<file path="config.mk">
export PLATFORM = sky130hd
export DESIGN_NAME = zx_spi_frame_rx
export DESIGN_NICKNAME = d
export VERILOG_FILES = /design/src/rtl/zx_spi_frame_rx.sv
export SDC_FILE = /design/constraint.sdc
export NUM_CORES = 1
export LEC_CHECK = 0
export ABC_CLOCK_PERIOD_IN_PS = 2400
export CAP_MARGIN = 20
export CORE_UTILIZATION = 25
export DETAILED_ROUTE_END_ITERATION = 8
export SLEW_MARGIN = 20
export SYNTH_ARGS = -nofsm -noshare
export SYNTH_HDL_FRONTEND = slang
export SYNTH_SLANG_ARGS = --single-unit
</file>
<file path="constraint.sdc">
create_clock -name CLK14M -period 2.4 [get_ports CLK14M]
set_clock_uncertainty 0.1 [all_clocks]
set_input_delay 0.72 -clock CLK14M [delete_from_list [all_inputs] [get_ports CLK14M]]
set_output_delay 0.72 -clock CLK14M [all_outputs]
set_load 0.05 [all_outputs]
</file>
<file path="src/rtl/zx_spi_frame_rx.sv">
// SPI slave frame receiver: synchronises the MCU SPI lines and commits whole frames
// into the keyboard/mouse/Kempston/config registers. Optional macro: ZX_SPI_FRAME_PARITY_EN.
module zx_spi_frame_rx #(
    parameter int unsigned KBD_BITS    = 40,
    parameter int unsigned MOUSE_BITS  = 24,
    parameter int unsigned KMPST_BITS  = 8,
    parameter int unsigned CFG_BITS    = 8,
    parameter int unsigned SYNC_STAGES = 2
) (
    input  logic                  CLK14M,
    input  logic                  RESET,
    input  logic                  SPI_SCK,
    input  logic                  SPI_NSS,
    input  logic                  SPI_MOSI,
    input  logic [1:0]            SPI_A,
    output logic [KBD_BITS-1:0]   KBD_MATRIX,
    output logic [MOUSE_BITS-1:0] MOUSE_DATA,
    output logic [KMPST_BITS-1:0] KMPST_DATA,
    output logic [CFG_BITS-1:0]   CONFIG,
    output logic                  FRAME_STB,
    output logic                  FRAME_ERR,
    output logic [1:0]            FRAME_ADR
);

`ifdef ZX_SPI_FRAME_PARITY_EN
    localparam int unsigned PAR = 1;
`else
    localparam int unsigned PAR = 0;
`endif
    localparam int unsigned SHIFT_W = KBD_BITS + PAR;
    localparam int unsigned CNT_W   = 6;

    localparam logic [1:0] ST_IDLE  = 2'd0;
    localparam logic [1:0] ST_SHIFT = 2'd1;
    localparam logic [1:0] ST_CHECK = 2'd2;

    localparam logic [1:0] ADR_CFG   = 2'b00;
    localparam logic [1:0] ADR_MOUSE = 2'b01;
    localparam logic [1:0] ADR_KMPST = 2'b10;
    localparam logic [1:0] ADR_KBD   = 2'b11;

    logic [SYNC_STAGES-1:0] sck_sync, nss_sync, mosi_sync, a0_sync, a1_sync;
    logic                   sck_d;
    logic                   sck_s, nss_s, mosi_s, sck_rise;
    logic [1:0]             a_s;

    logic [1:0]             state_q, state_d;
    logic                   armed_q, armed_d;
    logic [CNT_W-1:0]       cnt_q, cnt_d;
    logic [SHIFT_W-1:0]     shift_q, shift_d;
    logic [1:0]             adr_q, adr_d;

    logic [KBD_BITS-1:0]    kbd_d;
    logic [MOUSE_BITS-1:0]  mouse_d;
    logic [KMPST_BITS-1:0]  kmpst_d;
    logic [CFG_BITS-1:0]    cfg_d;
    logic                   stb_d, err_d;
    logic [1:0]             frame_adr_d;
    logic                   len_ok, parity_ok;

    assign sck_s    = sck_sync[SYNC_STAGES-1];
    assign nss_s    = nss_sync[SYNC_STAGES-1];
    assign mosi_s   = mosi_sync[SYNC_STAGES-1];
    assign a_s      = {a1_sync[SYNC_STAGES-1], a0_sync[SYNC_STAGES-1]};
    assign sck_rise = sck_s & ~sck_d;

    // Input synchronisers and SCK edge history
    always_ff @(posedge CLK14M) begin
        if (RESET) begin
            sck_sync  <= '0;
            nss_sync  <= '0;
            mosi_sync <= '0;
            a0_sync   <= '0;
            a1_sync   <= '0;
            sck_d     <= 1'b0;
        end else begin
            sck_sync  <= {sck_sync[SYNC_STAGES-2:0], SPI_SCK};
            nss_sync  <= {nss_sync[SYNC_STAGES-2:0], SPI_NSS};
            mosi_sync <= {mosi_sync[SYNC_STAGES-2:0], SPI_MOSI};
            a0_sync   <= {a0_sync[SYNC_STAGES-2:0], SPI_A[0]};
            a1_sync   <= {a1_sync[SYNC_STAGES-2:0], SPI_A[1]};
            sck_d     <= sck_s;
        end
    end

    // Frame length check against the target latched at frame start
    always_comb begin
        len_ok = 1'b0;
        case (adr_q)
            ADR_CFG:   len_ok = (cnt_q == CNT_W'(CFG_BITS + PAR));
            ADR_MOUSE: len_ok = (cnt_q == CNT_W'(MOUSE_BITS + PAR));
            ADR_KMPST: len_ok = (cnt_q == CNT_W'(KMPST_BITS + PAR));
            default:   len_ok = (cnt_q == CNT_W'(KBD_BITS + PAR));
        endcase
    end

`ifdef ZX_SPI_FRAME_PARITY_EN
    // Odd parity over data plus trailing parity bit
    always_comb begin
        parity_ok = 1'b0;
        case (adr_q)
            ADR_CFG:   parity_ok = ^shift_q[CFG_BITS:0];
            ADR_MOUSE: parity_ok = ^shift_q[MOUSE_BITS:0];
            ADR_KMPST: parity_ok = ^shift_q[KMPST_BITS:0];
            default:   parity_ok = ^shift_q[KBD_BITS:0];
        endcase
    end
`else
    assign parity_ok = 1'b1;
`endif

    // Next-state and output logic
    always_comb begin
        state_d     = state_q;
        armed_d     = armed_q | nss_s;
        cnt_d       = cnt_q;
        shift_d     = shift_q;
        adr_d       = adr_q;
        kbd_d       = KBD_MATRIX;
        mouse_d     = MOUSE_DATA;
        kmpst_d     = KMPST_DATA;
        cfg_d       = CONFIG;
        stb_d       = 1'b0;
        err_d       = 1'b0;
        frame_adr_d = FRAME_ADR;

        case (state_q)
            ST_IDLE: begin
                if (armed_q && !nss_s) begin
                    adr_d   = a_s;
                    cnt_d   = '0;
                    shift_d = '0;
                    state_d = ST_SHIFT;
                end
            end
            ST_SHIFT: begin
                // NSS release wins over a coincident SCK edge
                if (nss_s) begin
                    state_d = ST_CHECK;
                end else if (sck_rise) begin
                    shift_d = {shift_q[SHIFT_W-2:0], mosi_s};
                    if (cnt_q != '1) begin
                        cnt_d = cnt_q + CNT_W'(1);
                    end
                end
            end
            ST_CHECK: begin
                frame_adr_d = adr_q;
                state_d     = ST_IDLE;
                if (len_ok && parity_ok) begin
                    stb_d = 1'b1;
                    case (adr_q)
                        ADR_CFG:   cfg_d   = shift_q[CFG_BITS-1+PAR:PAR];
                        ADR_MOUSE: mouse_d = shift_q[MOUSE_BITS-1+PAR:PAR];
                        ADR_KMPST: kmpst_d = shift_q[KMPST_BITS-1+PAR:PAR];
                        default:   kbd_d   = ~shift_q[KBD_BITS-1+PAR:PAR];
                    endcase
                end else begin
                    err_d = 1'b1;
                end
            end
            default: state_d = ST_IDLE;
        endcase
    end

    // State and output registers
    always_ff @(posedge CLK14M) begin
        if (RESET) begin
            state_q    <= ST_IDLE;
            armed_q    <= 1'b0;
            cnt_q      <= '0;
            shift_q    <= '0;
            adr_q      <= '0;
            KBD_MATRIX <= '0;
            MOUSE_DATA <= '0;
            KMPST_DATA <= '0;
            CONFIG     <= '0;
            FRAME_STB  <= 1'b0;
            FRAME_ERR  <= 1'b0;
            FRAME_ADR  <= '0;
        end else begin
            state_q    <= state_d;
            armed_q    <= armed_d;
            cnt_q      <= cnt_d;
            shift_q    <= shift_d;
            adr_q      <= adr_d;
            KBD_MATRIX <= kbd_d;
            MOUSE_DATA <= mouse_d;
            KMPST_DATA <= kmpst_d;
            CONFIG     <= cfg_d;
            FRAME_STB  <= stb_d;
            FRAME_ERR  <= err_d;
            FRAME_ADR  <= frame_adr_d;
        end
    end

endmodule
</file>
Word level (Yosys, flattened, before mapping)
Cells that the tools add are included.
- register bits after elaboration: 146
- bits of input ports: 7
- word-level logic and storage cells: 69
- $add $sub $neg: 1
- equality and inequality tests: 13
- muxes and demuxes: 15
- bitwise operators: 6
- reduce and logical (&&, ||, !) cells: 16
- operator list (cell ; number):
    two-way mux 40 bit ; 3
    one-hot mux 40 bit (2 select lines) ; 1
    NOT 40 bit ; 1
    two-way mux 6 bit ; 4
    one-hot mux 6 bit (2 select lines) ; 1
    AND reduction 3 bit ; 4
    inequality test 2 bit, second input constant ; 5
    adder 6 x 1 -> 6 bit, second input constant ; 1
    == test 6 x 4 -> 1 bit, second input constant ; 1
    == test 6 x 5 -> 1 bit, second input constant ; 1
    == test 6 bit, second input constant ; 1
    inequality test 6 bit, second input constant ; 1
    AND reduction 5 bit ; 1
    == test 2 x 1 -> 1 bit, second input constant ; 2
    == test 2 bit, second input constant ; 2
    logical NOT 2 bit ; 2
    two-way mux 2 bit ; 2
    one-hot mux 2 bit (2 select lines) ; 1
    AND reduction 2 bit ; 2
    AND reduction 4 bit ; 1
    OR reduction 2 bit ; 2
    NOT 1 bit ; 3
    OR reduction 3 bit ; 1
    two-way mux 1 bit ; 2
    6 further kinds ; 6

Longest topological paths before layout
- depth after elaboration: 5
- mapped depth: 8
- gate-level depth less buffers: 6

Worst setup path before layout
No wires, ideal clock.
- path type: register to register
- from: register cnt_q[0]
- to: register MOUSE_DATA[4]
- library setup time: 0.132 ns
- arrival time: 1.631 ns
- required time: 2.168 ns
- path slack: 0.537 ns
- stages on the path, launching flop included: 9
- path buffers: 2
- period minus slack after synthesis: 1.863 ns
- path through: dfxtp_1 > inv_1 > ha_1 > nand3b_2 > or4_1 > buf_2 > buf_6 > nand2_1 > a21oi_1
- cells in the longest elaborated chain, start to end: 3
- RTL lines (what ; RTL line ; text):
    start: declaration ; 49 ; logic [CNT_W-1:0] cnt_q, cnt_d;
    start signal: assignment ; 184 ; cnt_q <= cnt_d;
    == test 6 bit (tied with other cells) ; 93 ; default: len_ok = (cnt_q == CNT_W'(KBD_BITS + PAR));
    one-hot mux 1 bit (2 select lines) * ; 89 ; case (adr_q)
    AND reduction 3 bit (no line) * ; - ;
    end signal: assignment ; 188 ; MOUSE_DATA <= mouse_d;
    end: declaration ; 17 ; output logic [MOUSE_BITS-1:0] MOUSE_DATA,
Mark *: on every way between the ends. The rest lies on a longest branch, timed or not.
A chain may end at the register's enable or synchronous reset.

Worst setup path in the final report
- from: register KBD_MATRIX[5]
- to: output port KBD_MATRIX[5]
- RTL lines (what ; RTL line ; text):
    start: declaration ; 16 ; output logic [KBD_BITS-1:0] KBD_MATRIX,
    start signal: assignment ; 187 ; KBD_MATRIX <= kbd_d;
No word-level cell between the ends.

==> flow_summary.toml <==
[timing]
worst_slew_margin_rel_pct = 58.3
hold_violations = 0
slew_viol_final = 0
setup-tns-final_ns = 0
period_share_pct = 98.4
max_freq_ghz = 0.424
min_period_ns = 2.36
worst_hold_slack_ns = 0.335
setup_viol = 0
grt_setup_unrepaired = "no"
tightest_slew_ns = 0.618
fin_ws_ns = 0.0391

[setup_path]
cp_num_buf_inv = 1
worst_ep_required_time_ns = 1.58
end_kind = "primary output"
critical_path_cell_count = 1
crit_chain = "clkdlybuf4s50_1"
cp_slowest_cell = "clkdlybuf4s50_1"
startpoint_type = "flip-flop"
crit_type = "reg2out"
crit_family = "buffers and inverters"
cp_max_fo = 2
rr_worst_depth = 4
cp_slowest_stage_delay_ns = 0.80
cp.arrival_ns = 1.54

[power_and_ir_drop]
p_per_area_mw_per_mm2 = 716
ir_drop_v = 0.000411
p_leak_nw = 3.27

[synthesis]
synth-xor-area-share_pct = 0
synth-compound-area-share_pct = 12.5
async_flop_share_pct = 0
synth_cells = 615
yosysSeqAreaShare_pct = 54.2
synth_top_area_cell = "dfxtp_1"
synthFlopType = "dfxtp_1"
synth_top_family_by_area = "simple AND/OR/NAND/NOR gates"
syn_area_mm2 = 0.00540
synthAdderAreaFrac_pct = 0.464
synth_nets = 624
yosys.area_share.simple_pct = 24.8
synth-seq-cells = 146
yosys-top-cells-area = "dfxtp_1 54%, a21oi_1 9.8%, nand2_1 8.7%"
synth_warnings = 0
synth_cell_type_count = 39
syn_area_per_cell_um2 = 8.77
synth-edff-count = 0
synth.mux.area_fraction_pct = 3.71
synth_top_cell_area_share_pct = 54.2

[floorplanning]
die_w_um = 149
die_area_mm2 = 0.0222
rows = 53
start_util_pct = 25.6
design.portCount = 91
die_h_um = 149
core_mm2 = 0.0211

[finish]
antenna_cells = 0
layout_common_cells = "146 x dfxtp_1, 125 x nand2_1, 106 x a21oi_1, 43 x dlymetal6s2s_1, 41 x nand3_1"
drive_above_1_share_pct = 9.21
area_delta_synth_final_pct = 34.6
final_common_cell = "dfxtp_1"
final_net_count = 702
n_fill_cell = 2200

[route]
drtAntennaViolNets = 0
drt_iter0_markers = 258
finalWirelength_um = 13300
vias = 4339
vias_per_cell = 4.42
first_pass_iters = 4
drcViolationCount = 0
wl_per_cell_um = 13.6

[clock_tree]
ctsRootBufferMaster = "clkbuf_16"
cts_setup_buffers = 0
cts_max_path_buffers = 2
cts_tree = "yes"
clkSinkCount = 146
clk_latency_ns = 0.42
cts_max_level = 4
clk_pin_slew_worst_paths_ns = 0.06
cts_made_buffers = 17

[grt]
grt_usage_pct = 12.7
grt_max_degree = 47
grt_pass1_wl_um = 21800
grt_pass1_vias = 4113
grt_remaining_overflow = 0
antenna_found_initial = 0

[min_path]
min_path_cells = 1
hp-class = "reg2reg"

[run]
maxCapViolCount = 0

[status]
status = "completed"

[placed_design]
port-buffer-count = 90
dpl_worst_slack_ns = 0.406
hpwl_um = 8420
gp_congestion = 0.707
[cell families (layout without fill, tap and decap cells)]
logic type / count (synthesis) / after routing
muxes: 20 / 20
and+or+nand+nor: 273 / 273
DFF: 146 / 146
buffers and inverters: 51 / 142
adders and majority gates: 2 / 2
AOI/OAI and AO/OA: 123 / 123
[worst paths after layout]
| path | slack [ns] | end | start |
|---|---|---|---|
| worst max-delay path | 0.04 | KBD_MATRIX[5] | KBD_MATRIX[5]$_SDFFE_PP0P_ |
| worst min-delay path | 0.34 | nss_sync[1]$_SDFF_PP0_ | nss_sync[0]$_SDFF_PP0_ |
| worst max register to register | 0.45 | cnt_q[5]$_SDFFE_PP0P_ | state_q[0]$_SDFFE_PP0P_ |
| worst min register to register | 0.34 | nss_sync[1]$_SDFF_PP0_ | nss_sync[0]$_SDFF_PP0_ |
[flip-flops by register name, summed over array words and instances (netlist names), 2 cells and up]
| register | flops |
|---|---|
| KMPST_DATA | 8 |
| KBD_MATRIX | 40 |
| shift_q | 40 |
| mosi_sync | 2 |
| FRAME_ADR | 2 |
| a1_sync | 2 |
| sck_sync | 2 |
| state_q | 2 |
| MOUSE_DATA | 24 |
| a0_sync | 2 |
| cnt_q | 6 |
| adr_q | 2 |
| nss_sync | 2 |
| CONFIG | 8 |
[per-stage QoR]
step,power (mW),cell area [um^2],util (%),cells
6_report,5.20,7260,34.4,981
3_3_place_gp,2.66,6610,31.4,949
5_1_grt,5.42,7260,34.4,981
3_5_place_dp,2.66,6610,31.4,949
2_1_floorplan,2.60,5400,-,615
4_1_cts,5.30,7150,33.9,981
[cell usage after synthesis (all sizes together), types with 2 or more instances]
cell,n
or4,2
dfxtp,146
nand2b,40
or3,3
a211oi,4
o21ai,4
a21oi,106
nand2,125
ha,2
nor2,29
inv,3
nor4,5
o31ai,3
nand3b,2
mux2i,20
buf,18
nand3,41
nor3,2
nor2b,13
clkbuf,30
nand4,5
[layout make-up]
class,count,area [um^2],area share (%)
clock buffers,19,453,6.24
clock inverters,13,124,1.71
inverters,3,11.3,0.155
multi-input cells,418,2240,30.9
flip-flops and latches,146,2920,40.3
well taps,275,344,4.74
repair buffers,107,1160,16.0
[report_power, final]
group          switching, mW  leakage [nW]  internal [mW]
clock                   1.09         0.277           1.50
sequential           0.00689          1.18           2.43
combinational          0.117          1.82         0.0473
[layer usage]
metal | track usage, % | vias up | wire length, um
met4 | 4.54 | 0 | 182
met2 | 19.8 | 84 | 5950
met5 | 0 | - | 0
met3 | 3.82 | 11 | 629
li1 | - | 2230 | -
met1 | 16.4 | 2014 | 6550
[repair_timing]
action	CTS	global route
setup endpoints to repair	31	43
cloned	0	0
hold buffers	0	0
resized for setup	31	43
No activity file was read; power rests on OpenSTA's default activity.
